### config.mk
export PLATFORM = sky130hd
export DESIGN_NAME = pipe_hazard_ctrl
export DESIGN_NICKNAME = d
export VERILOG_FILES = /design/src/rtl/pipe_hazard_ctrl_pkg.sv /design/src/rtl/pipe_hazard_ctrl_fwd_sel.sv /design/src/rtl/pipe_hazard_ctrl.sv
export SDC_FILE = /design/constraint.sdc
export NUM_CORES = 1
export LEC_CHECK = 0
export BUFFER_PORTS_ARGS = -buffer_cell sky130_fd_sc_hd__buf_2
export CORE_ASPECT_RATIO = 1.4
export CORE_MARGIN = 2
export CORE_UTILIZATION = 45
export CTS_CLUSTER_SIZE = 12
export DETAILED_ROUTE_END_ITERATION = 12
export PLACE_DENSITY = 0.78
export RECOVER_POWER = 25
export SYNTH_ARGS = -nofsm -noshare
export SYNTH_HDL_FRONTEND = slang
export SYNTH_HIERARCHICAL = 1
export SYNTH_SLANG_ARGS = --single-unit
### constraint.sdc
create_clock -name clk -period 5.7 [get_ports clk]
set_clock_uncertainty 0.15 [all_clocks]
set_input_delay 0.285 -clock clk [delete_from_list [all_inputs] [get_ports clk]]
set_output_delay 0.285 -clock clk [all_outputs]
set_load 0.005 [all_outputs]
### src/rtl/pipe_hazard_ctrl_pkg.sv
`default_nettype none
// +----------------------------------------------------------------------+
// | pipe_hazard_ctrl_pkg : shared encodings for the hazard controller     |
// | Revision 1.0                                                          |
// +----------------------------------------------------------------------+
package pipe_hazard_ctrl_pkg;

    typedef enum logic [1:0] {
        ST_RUN        = 2'd0,
        ST_WAIT       = 2'd1,
        ST_FLUSH_PEND = 2'd2
    } hz_state_e;

    localparam logic [1:0] BR_PC4       = 2'b00;
    localparam logic [1:0] BR_PC_IMM    = 2'b01;
    localparam logic [1:0] BR_PC_IMMRS1 = 2'b10;
    localparam logic [1:0] BR_RSVD      = 2'b11;

    localparam logic [1:0] FD_RF  = 2'b00;
    localparam logic [1:0] FD_MEM = 2'b01;
    localparam logic [1:0] FD_WB  = 2'b10;

    function automatic logic is_redirect(input logic [1:0] br);
        return (br == BR_PC_IMM) || (br == BR_PC_IMMRS1);
    endfunction

endpackage
`default_nettype wire

### src/rtl/pipe_hazard_ctrl_fwd_sel.sv
`default_nettype none
// +----------------------------------------------------------------------+
// | fwd_sel : operand forwarding select for one EXE source register       |
// | Revision 1.0                                                          |
// +----------------------------------------------------------------------+
module fwd_sel
    import pipe_hazard_ctrl_pkg::*;
(
    input  logic [4:0] rs_addr_i,
    input  logic [4:0] mem_rd_i,
    input  logic       mem_we_i,
    input  logic [4:0] wb_rd_i,
    input  logic       wb_we_i,
    output logic [1:0] sel_o
);

    logic mem_hit_w;
    logic wb_hit_w;

    assign mem_hit_w = mem_we_i && (mem_rd_i != 5'd0) && (mem_rd_i == rs_addr_i);
    assign wb_hit_w  = wb_we_i  && (wb_rd_i  != 5'd0) && (wb_rd_i  == rs_addr_i);

    // MEM holds the younger result, so it wins over WB
    assign sel_o = mem_hit_w ? FD_MEM : (wb_hit_w ? FD_WB : FD_RF);

endmodule
`default_nettype wire

### src/rtl/pipe_hazard_ctrl.sv
`default_nettype none
// +----------------------------------------------------------------------+
// | pipe_hazard_ctrl : forwarding, load-use stall, redirect and memory    |
// | wait control for a 5-stage pipeline.  Revision 1.0                    |
// +----------------------------------------------------------------------+
module pipe_hazard_ctrl
    import pipe_hazard_ctrl_pkg::*;
#(
    parameter int STALL_CNT_W = 16
) (
    input  logic                   clk,
    input  logic                   rst,
    input  logic [4:0]             dec_rs1_addr,
    input  logic [4:0]             dec_rs2_addr,
    input  logic [4:0]             ID_rs1_addr,
    input  logic [4:0]             ID_rs2_addr,
    input  logic [4:0]             ID_rd_addr,
    input  logic                   ID_MemRead,
    input  logic                   ID_RegWrite,
    input  logic [4:0]             EXE_rd_addr,
    input  logic                   EXE_RegWrite,
    input  logic [4:0]             WB_rd_addr,
    input  logic                   WB_RegWrite,
    input  logic [1:0]             BranchCtrl,
    input  logic                   im_wait,
    input  logic                   dm_wait,
    output logic [1:0]             FDSignal1,
    output logic [1:0]             FDSignal2,
    output logic                   pc_write,
    output logic                   ifid_write,
    output logic                   ifid_flush,
    output logic                   idexe_flush,
    output logic                   pipe_hold,
    output logic [1:0]             redirect_sel,
    output logic                   redirect_en,
    output logic [STALL_CNT_W-1:0] stall_cnt
);

    hz_state_e              state_q, state_d;
    logic [1:0]             pend_q, pend_d;
    logic [STALL_CNT_W-1:0] stall_q;
    logic [1:0]             fd1_w, fd2_w;
    logic                   mem_wait_w;
    logic                   load_use_w;

    fwd_sel u_fwd_rs1 (
        .rs_addr_i (ID_rs1_addr),
        .mem_rd_i  (EXE_rd_addr),
        .mem_we_i  (EXE_RegWrite),
        .wb_rd_i   (WB_rd_addr),
        .wb_we_i   (WB_RegWrite),
        .sel_o     (fd1_w)
    );

    fwd_sel u_fwd_rs2 (
        .rs_addr_i (ID_rs2_addr),
        .mem_rd_i  (EXE_rd_addr),
        .mem_we_i  (EXE_RegWrite),
        .wb_rd_i   (WB_rd_addr),
        .wb_we_i   (WB_RegWrite),
        .sel_o     (fd2_w)
    );

    assign FDSignal1  = rst ? FD_RF : fd1_w;
    assign FDSignal2  = rst ? FD_RF : fd2_w;
    assign mem_wait_w = im_wait | dm_wait;
    assign load_use_w = ID_MemRead && (ID_rd_addr != 5'd0) &&
                        ((ID_rd_addr == dec_rs1_addr) || (ID_rd_addr == dec_rs2_addr));

    always_ff @(posedge clk or posedge rst) begin
        if (rst) begin
            state_q <= ST_RUN;
            pend_q  <= BR_PC4;
        end else begin
            state_q <= state_d;
            pend_q  <= pend_d;
        end
    end

    always_comb begin
        state_d = state_q;
        pend_d  = pend_q;
        case (state_q)
            ST_RUN, ST_WAIT: begin
                if (mem_wait_w) begin
                    if (is_redirect(BranchCtrl)) begin
                        pend_d  = BranchCtrl;
                        state_d = ST_FLUSH_PEND;
                    end else begin
                        state_d = ST_WAIT;
                    end
                end else begin
                    state_d = ST_RUN;
                end
            end
            ST_FLUSH_PEND: begin
                if (!mem_wait_w) state_d = ST_RUN;
            end
            default: state_d = ST_RUN;
        endcase
    end

    // A WAIT cycle whose memory is ready resolves exactly like a RUN cycle
    always_comb begin
        pc_write     = 1'b1;
        ifid_write   = 1'b1;
        ifid_flush   = 1'b0;
        idexe_flush  = 1'b0;
        pipe_hold    = 1'b0;
        redirect_sel = BR_PC4;
        redirect_en  = 1'b0;
        if (rst) begin
            pc_write   = 1'b0;
            ifid_write = 1'b0;
        end else if (mem_wait_w) begin
            pc_write   = 1'b0;
            ifid_write = 1'b0;
            pipe_hold  = 1'b1;
        end else if (state_q == ST_FLUSH_PEND) begin
            redirect_en  = 1'b1;
            redirect_sel = pend_q;
            ifid_flush   = 1'b1;
            idexe_flush  = 1'b1;
        end else if (is_redirect(BranchCtrl)) begin
            redirect_en  = 1'b1;
            redirect_sel = BranchCtrl;
            ifid_flush   = 1'b1;
            idexe_flush  = 1'b1;
        end else if (load_use_w) begin
            pc_write    = 1'b0;
            ifid_write  = 1'b0;
            idexe_flush = 1'b1;
        end
    end

    always_ff @(posedge clk or posedge rst) begin
        if (rst) begin
            stall_q <= '0;
        end else if (!pc_write && (stall_q != '1)) begin
            stall_q <= stall_q + {{(STALL_CNT_W-1){1'b0}}, 1'b1};
        end
    end

    assign stall_cnt = stall_q;

endmodule
`default_nettype wire

; ---- Word-level counts from Yosys, hierarchy flattened
; Index checks and enable logic that the tools add are counted.
[classes]
add_sub_neg = 1
n_eq_ne = 12
n_mux = 30
bitwise_logic = 1
n_reduce_logical = 18
[ops]
columns = cell, count
row1 = 5-bit == test, 6
row2 = 2-bit two-way mux, 13
row3 = 16-bit by 1-bit adder with 16-bit output (second input constant), 1
row4 = 1-bit two-way mux, 16
row5 = 16-bit != test (second input constant), 1
row6 = 5-bit nonzero test, 3
row7 = 1-bit logical AND, 9
row8 = 2-bit by 1-bit == test with 1-bit output (second input constant), 2
row9 = 2-bit == test (second input constant), 2
row10 = 2-bit case mux with 2 select lines, 1
row11 = 3-bit AND reduction, 1
row12 = 2-bit zero test, 1
row13 = 1-bit logical OR, 2
row14 = 2-bit != test (second input constant), 1
row15 = 2-bit OR reduction, 1
row16 = 1-bit zero test, 1
row17 = 1-bit OR, 1
[word_totals]
regBits = 20
inputBits = 45
out_inout_bits = 28
wordCells = 65

; ---- Depth between registers and ports, before layout
; Gate-level depths: netlist of run 1.
[depth]
depth_word = 10
depth_mapped = 8
ltp_nobuf = 7

; ---- Hierarchy
; Netlist of run 1, hierarchy kept.
[modules_own_cells]
columns = module, instances, cells_per_inst, area_each_um2, seq_area_each_um2
row1 = pipe_hazard_ctrl, 1, 122, 1247.4, 500.5
row2 = fwd_sel, 2, 21, 158.9, 0.0

; ---- Least setup slack after synthesis of run 1
; OpenSTA, ideal clock, no wires.
[synth_timing]
path_type = input to output
start = in rst
end = out pc_write
t_arrival_ns = 1.586
required_ns = 5.265
slack_ns = 3.679
cell_stages = 5
n_path_buf = 2
path_cell_list = inv_1 > nand2_1 > a21oi_4 > buf_8 > buf_4
[synth_via]
elab_chain_cells = 1
[synth_lines]
columns = item, line_no
row1 = start: declaration, pipe_hazard_ctrl.sv:12  ; input logic rst,
row2 = 1-bit two-way mux, n/a
row3 = end: declaration, pipe_hazard_ctrl.sv:29  ; output logic pc_write,
; Every way passes these cells.

; ---- Final worst setup path of run 1
[layout_timing]
start = in rst
end = out pc_write
[layout_via]
elab_chain_cells = 1
[layout_lines]
columns = item, line_no
row1 = 1-bit two-way mux, pipe_hazard_ctrl.sv:112  ; if (rst) begin
; Every way passes these cells.

==> impl_metrics.toml, run 1 <==
[grt]
grtUsageMet2_pct = 35.4
grtUsageTotal_pct = 18.4
grtUsageMet3_pct = 3.25
top_usage_layer = "met2"
grt_pass1_wl_um = 5690
grt_max_degree = 22
antenna_found_initial = 0
grt_pass1_vias = 1382
overflow = 0
grt_use_met1_pct = 20.3

[route]
dr.first_iter.drc_count = 28
ant_nets = 0
drt-total-wl_um = 3340
drcViolationCount = 0
firstDrtPassIters = 4
avgRoutedWirePerCell_um = 12.3
via_per_inst = 5.10
num_vias = 1388

[power]
p_leak_uw = 0.000959
power_density_mw_per_mm2 = 269
combPwrFrac_pct = 35.8
vdd_drop_max_uv = 200
switchingPower_uw = 178
pwr-share-seq_pct = 44.1
p_sw_share_pct = 33.7
intPower_uw = 350
p_clk_share_pct = 20.1

[run_status]
status = "finished, final reports clean"

[place]
place_inst = 268
place.gp.congestion = 0.797
hpwl_um = 2750
io_buffers = 71
placed_cell_area_mm2 = 0.00191

[cts]
clkLatencyLatePin_ps = 250
post_cts_buffers = 0
htreeDepth = 1
ctsResizeCount = 0
cts_buffer_depth = 2
cts.clk_slew.worst_paths_ps = 80
cts_root_buffer = "clkbuf_8"
cts_buffers = 3
cts_sinks = 20
hold_buffers = 0
cts_tree = "yes"

[sta]
rsz0062_at_grt = "false"
hold_viol_final = 0
drv_slew = 0
setup-violations-final = 0
slew_headroom_pct = 47.0
min_period_ps = 2590
fin_crit_sh_pct = 45.4
finalSetupTns_ps = 0
fmax_ghz = 0.386
worst-slew-pin-transition_ps = 794

[synth]
yosys.area.top_type = "dfrtp_1"
yosys_warnings = 6
ys_ff_latch = 20
async_reset_ff_share_pct = 100
ys_seq_area_share_pct = 32.0
syn-instance-count = 164
netlist.area_leader.share_pct = 32.0
syn_avg_cell_area_um2 = 9.54
synthFlopType = "dfrtp_1"
synth_edf_count = 0
ys_top_cells_by_area = "dfrtp_1 32%, xnor2_1 11%, xor2_1 11%, nand2_1 3.6%, nand3_1 3.5%"
synth_cell_types = 38
syn_area_mm2 = 0.00157
syn_nets = 212

[min_path]
hp-class = "input port to asynchronous set/reset pin"

[cells_and_area]
antenna_cells = 0
syn2layout_area_growth_pct = 25.7
final_area_mm2 = 0.00197
layout_common_cells = "70 x buf_2, 20 x xnor2_1, 20 x xor2_1, 20 x dfrtp_1, 15 x nand2_1"
fin_nets = 281
final_cell_count_no_fill = 272
final_common_cell = "buf_2"
drive_gt1_share_pct = 39.7

[critical_path]
r2r_setup_slack_ps = 3420
startpoint_type = "input port"
critPathArrivalTime_ps = 2150
startpoint = "rst"
r2r-end = "stall_cnt[1]"
end_kind = "output port"
r2r_start = "stall_cnt[0]"
path_class = "input port to output port"
reg2regPathDepth = 6
crit_required_ps = 5270
critPathMaxFanout = 21

[flow_run]
drv_cap = 0

[die]
die_h_um = 73.8
placementRows = 25
die_w_um = 53.8
ioPinCount = 73
dieArea_mm2 = 0.00397
design.core.area_mm2 = 0.00335
start_util_pct = 46.8
==> stage by stage <==
step	setup slack [ps]	power [µW]	utilization (%)	hold slack, ps
after CTS	3090	535	58.8	114
after global placement	3100	419	57.2	293
final	3110	528	58.8	128
after detailed placement	3060	428	57.2	295
after global routing	2830	573	58.8	185
after floorplan	3680	342	-	107
==> worst max-delay path: stages <==
cell      delay (ps)
clkbuf_1         150
inv_1            620
nand2_1          320
a21oi_4          550
buf_2            220
==> layer usage <==
metal | wire [µm] | share of wire (%) | up-vias
li1 | - | - | 706
met1 | 1350 | 40 | 636
met2 | 1800 | 54 | 44
met3 | 180 | 5.4 | 2
met4 | 8 | 0.24 | 0
met5 | 0 | 0 | -
==> power groups by stage <==
stage	Combinational, µW	Clock (µW)	Sequential (µW)
floorplan	111	0	231
global placement	185	0	234
detailed placement	192	0	236
CTS	193	109	234
global route	218	114	241
finish	189	106	233
==> synth_stat cells, types with 2 or more instances <==
cell type,n
nor3_2,2
inv_1,3
nor4b_1,3
a21oi_1,3
nor2b_1,6
nor4b_2,3
nor3_1,7
and3_1,5
nor4_1,4
nand2_1,15
o41ai_2,2
mux2i_1,2
buf_4,5
ha_1,3
nor3b_1,2
dfrtp_1,20
o21ai_0,2
nand3_1,11
a211oi_2,2
xnor2_1,20
nor2_2,2
xor2_1,20
nor2_1,7
==> sequential cells by signal, summed over array words and instances, names as in the netlist <==
register and count:
state_q 2, stall_cnt 16, pend_q 2
==> cells by family after synthesis <==
kind of cell               after synthesis  share of synthesized area [%]
muxes                                    3                           2.24
AOI/OAI and AO/OA                       15                           8.79
xor gates and xnor gates                40                           22.4
adders and majority gates                3                           2.40
buffers and inverters                   10                           4.40
and+or+nand+nor                         73                           27.8
DFF                                     20                           32.0
==> worst max-delay path by stage <==
stage / endpoint / slack, ps / depth (start not counted)
6_report: pc_write / 3110 / 5
2_1_floorplan: pc_write / 3680 / 5
3_3_place_gp: stall_cnt[1] / 3100 / 6
5_1_grt: pc_write / 2830 / 5
3_5_place_dp: stall_cnt[1] / 3060 / 6
4_1_cts: pc_write / 3090 / 5
==> layout make-up <==
| class | count | area, µm² |
|---|---|---|
| clock buffer | 4 | 55.1 |
| fill | 322 | 1380 |
| inverter | 3 | 11.3 |
| multi-input combinational | 134 | 996 |
| sequential | 20 | 500 |
| tap | 40 | 50.0 |
| timing repair buffer | 71 | 354 |
Note: power is estimated with default switching activity, not from simulation.
==> inputs of run 2 (changes only) <==
clock period = 2.6 ns   (was 5.7 ns; I/O delays follow)
==> impl_metrics.toml, run 2 (same netlist as run 1, synthesis figures left out) <==
[cells_and_area]
final_common_cell = "buf_2"
largest_register_ffs = 16
final_cell_count_no_fill = 276
fin_nets = 286
syn2layout_area_growth_pct = 27.1
fillerInstances = 300
drive_gt1_share_pct = 39.8
layout_common_cells = "70 x buf_2, 20 x xnor2_1, 20 x xor2_1, 20 x dfrtp_1, 15 x nand2_1"
antenna_cells = 0

[die]
die_h_um = 73.8
design.core.area_mm2 = 0.00335
dieArea_mm2 = 0.00397
ioPinCount = 73
start_util_pct = 46.8
placementRows = 25
die_w_um = 53.8

[sta]
slew_headroom_pct = 27.1
drv_slew = 0
hold_viol_final = 0
worst-slew-pin-transition_ps = 1090
fin_crit_sh_pct = 80.4
min_period_ps = 2090
fmax_ghz = 0.478
setup-violations-final = 0
rsz0062_at_grt = "false"
finalSetupTns_ps = 0

[cts]
cts_root_buffer = "clkbuf_8"
cts_sinks = 20
htreeDepth = 1
cts_tree = "yes"
cts_buffers = 3
clkLatencyLatePin_ps = 250
cts_buffer_depth = 2
cts.clk_slew.worst_paths_ps = 70

[place]
place.gp.congestion = 0.806
hpwl_um = 2860
io_buffers = 71
place_inst = 272

[route]
num_vias = 1453
ant_nets = 0
via_per_inst = 5.26
drcViolationCount = 0
avgRoutedWirePerCell_um = 12.6
drt-total-wl_um = 3470
dr.first_iter.drc_count = 30
firstDrtPassIters = 4

[run_status]
status = "finished, final reports clean"

[grt]
grtUsageTotal_pct = 19.2
overflow = 0
antenna_found_initial = 0
grt_pass1_vias = 1503
grt_pass1_wl_um = 5880
grt_max_degree = 21

[power]
vdd_drop_max_uv = 421
power_density_mw_per_mm2 = 566
p_leak_uw = 0.000973
total_power_uw = 1130

[critical_path]
slowest_stage = "dfrtp_1"
r2r_setup_slack_ps = 510
end_kind = "flop"
path_class = "flop to flop"
crit_required_ps = 2620
path_cells = "ha_1 > nand2_1 > nor2_1 > and3_1 > buf_4 > nor4b_1 > xor2_1"
cpPeakStageDelay_ps = 440
critPathArrivalTime_ps = 2110
critPathMaxFanout = 14
startpoint_type = "flop"

[flow_run]
drv_cap = 0

[min_path]
hp-class = "input port to flop"
-- run 2: changes by cell type in the layout (fill, tap and decap cells not counted) --
cell and delta:
dlygate4sd3_1 +1, clkbuf_8 -1, clkbuf_1 +1, buf_4 +3
-- run 2: repair_timing --
item	4_1_cts	5_1_grt
hold endpoints to repair	20	0
hold buffers	1	0
resized for setup	0	0
setup buffers	0	0
-- run 2: worst paths after layout --
kind	end	startpoint	cells past startpoint
min in group asynchronous	state_q[0]	rst	4
max in group asynchronous	stall_cnt[9]	rst	4
setup / recovery	stall_cnt[12]	stall_cnt[0]	7
hold / removal	pend_q[1]	BranchCtrl[1]	3
hold reg to reg	state_q[1]	state_q[0]	1
setup reg to reg	stall_cnt[12]	stall_cnt[0]	7
-- run 2: power by group --
part	internal, µW	leakage, µW	switching (µW)	total, µW
registers	408	0.000248	103	512
clock network	103	0.0000216	92.7	195
logic	227	0.000704	192	420
total	738	0.000973	388	1130
-- run 2: per-stage QoR --
stage	setup slack (ps)	area (µm²)	hold slack (ps)	util, %
5_1_grt	337	1990	39.1	59.4
4_1_cts	475	1990	17.0	59.6
2_1_floorplan	647	1570	-47.9	-
6_report	508	1990	16.7	59.4
3_5_place_dp	507	1940	105	58.1
3_3_place_gp	532	1940	114	58.1
-- run 2: layout make-up --
type / instances / area [µm²] / area share [%]
timing repair buffer: 76 / 390 / 19.6
inverter: 3 / 11.3 / 0.566
tap: 40 / 50.0 / 2.52
multi-input combinational: 134 / 996 / 50.1
clock buffer: 3 / 41.3 / 2.08
sequential: 20 / 500 / 25.2
-- run 2: metal layers --
metal	vias to the layer above	part of all wire [%]	track usage, %
met3	8	5.2	3.05
met2	50	54	36.9
met4	0	1.6	6.55
met5	-	0	0
met1	682	39	19.9
li1	713	-	-
-- run 2: critical path, delay by kind of cell (launching register included) --
family,cells,cell delay [ps]
xor gates and xnor gates,1,180
adders and majority gates,1,250
buffers and inverters,1,190
DFF,1,440
and+or+nand+nor,4,810
==> inputs of run 3 (changes only) <==
CORE_UTILIZATION = 42   (was 45)
PLACE_DENSITY = 0.76   (was 0.78)
clock period = 1.7 ns   (was 2.6 ns; I/O delays follow)
==> impl_metrics.toml, run 3 (same netlist as run 1, synthesis figures left out) <==
[run_status]
status = "finished, violations left"
violations = "setup timing"

[sta]
worst_slack_ps = -153
rsz0062_at_grt = "true"
setup-violations-final = 17
hold_viol_final = 0
drv_slew = 0
fin_crit_sh_pct = 109
fmax_ghz = 0.540
min_period_ps = 1850
worst-slew-pin-transition_ps = 561
slew_headroom_pct = 62.6

[critical_path]
startpoint_type = "input port"
path_class = "input port to flop"
reg2regPathDepth = 8
r2r_setup_slack_ps = -50
critPathArrivalTime_ps = 1860
cpPeakStageDelay_ps = 310
critPathMaxFanout = 6
end_kind = "flop"
crit_required_ps = 1700
r2r-end = "stall_cnt[1]"
r2r_start = "state_q[0]"
crit_buf_inv = 5
slowest_stage = "mux2_4"
crit_family = "buffers and inverters"
path_cells = "buf_6 > buf_4 > xnor2_1 > nand3_1 > o22ai_1 > buf_4 > a21oi_4 > buf_12 > buf_6 > nor2_4 > mux2_4"

[place]
hpwl_um = 3360
io_buffers = 71
placed_cell_area_mm2 = 0.00228
place_inst = 304
place.gp.congestion = 0.822
dp_slack_ps = -190

[cells_and_area]
drive_gt1_share_pct = 58.9
syn2layout_area_growth_pct = 74.9
final_common_cell = "buf_2"
final_area_mm2 = 0.00274
antenna_cells = 0
fin_util_pct = 75.8
fin_nets = 336
multi_input_area_mm2 = 0.00124
fillerInstances = 261
register_area_um2 = 500
final_cell_count_no_fill = 329
layout_common_cells = "66 x buf_2, 41 x buf_4, 20 x xor2_1, 20 x dfrtp_1, 17 x xnor2_1"
largest_register_ffs = 16

[cts]
cts_buffers = 3
cts_tree = "yes"
cts_root_buffer = "clkbuf_8"
htreeDepth = 1
clkLatencyLatePin_ps = 260
cts.clk_slew.worst_paths_ps = 80
cts_sinks = 20
cts_buffer_depth = 2

[flow_run]
drv_cap = 0

[grt]
grt_max_degree = 21
grtUsageTotal_pct = 22.7
grt_pass1_wl_um = 7830
antenna_found_initial = 0
grt_pass1_vias = 1765
overflow = 0

[die]
start_util_pct = 43.3
placementRows = 26
dieArea_mm2 = 0.00424
die_h_um = 76.2
design.core.area_mm2 = 0.00361
ioPinCount = 73
die_w_um = 55.6

[route]
via_per_inst = 5.26
drt-total-wl_um = 5230
avgRoutedWirePerCell_um = 15.9
dr.first_iter.drc_count = 28
num_vias = 1731
drcViolationCount = 0
firstDrtPassIters = 4
ant_nets = 0

[min_path]
hp-class = "input port to flop"
hold_end = "state_q[0]"
min_path_cells = 4
min_from = "im_wait"

[power]
total_power_uw = 2460
vdd_drop_max_uv = 722
p_leak_uw = 0.00130
power_density_mw_per_mm2 = 900
==> run 3: cell types whose count changed in the layout (fill, tap and decap cells not counted), sizes merged <==
cell,change
bufinv,+1
and3,+1
clkinvlp,+1
dlygate4sd3,+2
inv,-1
buf,+47
==> run 3: final cells by class <==
cell class,count,share of cell area (%)
Clock buffer,3,1.51
Clock inverter,1,1.10
Inverter,3,0.548
Multi-Input combinational cell,135,45.4
Sequential cell,20,18.3
Tap cell,42,1.92
Timing Repair Buffer,125,31.3
==> run 3: where the power goes <==
part / internal [µW] / total, µW / switching (µW) / leakage (µW)
Combinational: 699 / 1250 / 556 / 0.00102
Clock: 315 / 489 / 175 / 0.0000357
Sequential: 623 / 720 / 96.5 / 0.000248
==> run 3: layer usage <==
layer,share of wire [%],GRT usage [%]
met2,58,46.3
met4,2.3,4.63
met5,0,0
met1,36,23.6
met3,4.0,2.89
==> run 3: what timing repair did <==
action	4_1_cts	5_1_grt
endpoints found under the setup margin	7	23
buffers inserted	11	5
pin swaps	14	22
gates cloned	2	0
hold buffers	3	0
hold endpoints to repair	22	0
resized for setup	19	21
==> run 3: worst max path at each step <==
stage	start	end	slack, ps	cells past startpoint
after floorplan	ID_rd_addr[1]	stall_cnt[5]	-90	7
after global placement	ID_rd_addr[1]	stall_cnt[1]	-150	8
after detailed placement	ID_rd_addr[1]	stall_cnt[1]	-190	8
after CTS	ID_rd_addr[4]	ifid_write	-40	8
after global routing	ID_rd_addr[2]	stall_cnt[1]	-270	11
final	ID_rd_addr[2]	stall_cnt[1]	-150	11
==> run 3: per-stage QoR <==
step / hold slack [ps] / setup TNS (ps)
after detailed placement: 65.9 / -1540
after global routing: 102 / -3450
after CTS: 67.8 / -234
final: 70.3 / -1180
after floorplan: -208 / -1060
after global placement: 57.0 / -950
==> run 3: worst min-delay path: stages <==
cell     delay (ps)
buf_2            70
nor2_1           40
buf_4           140
nor2b_1         100
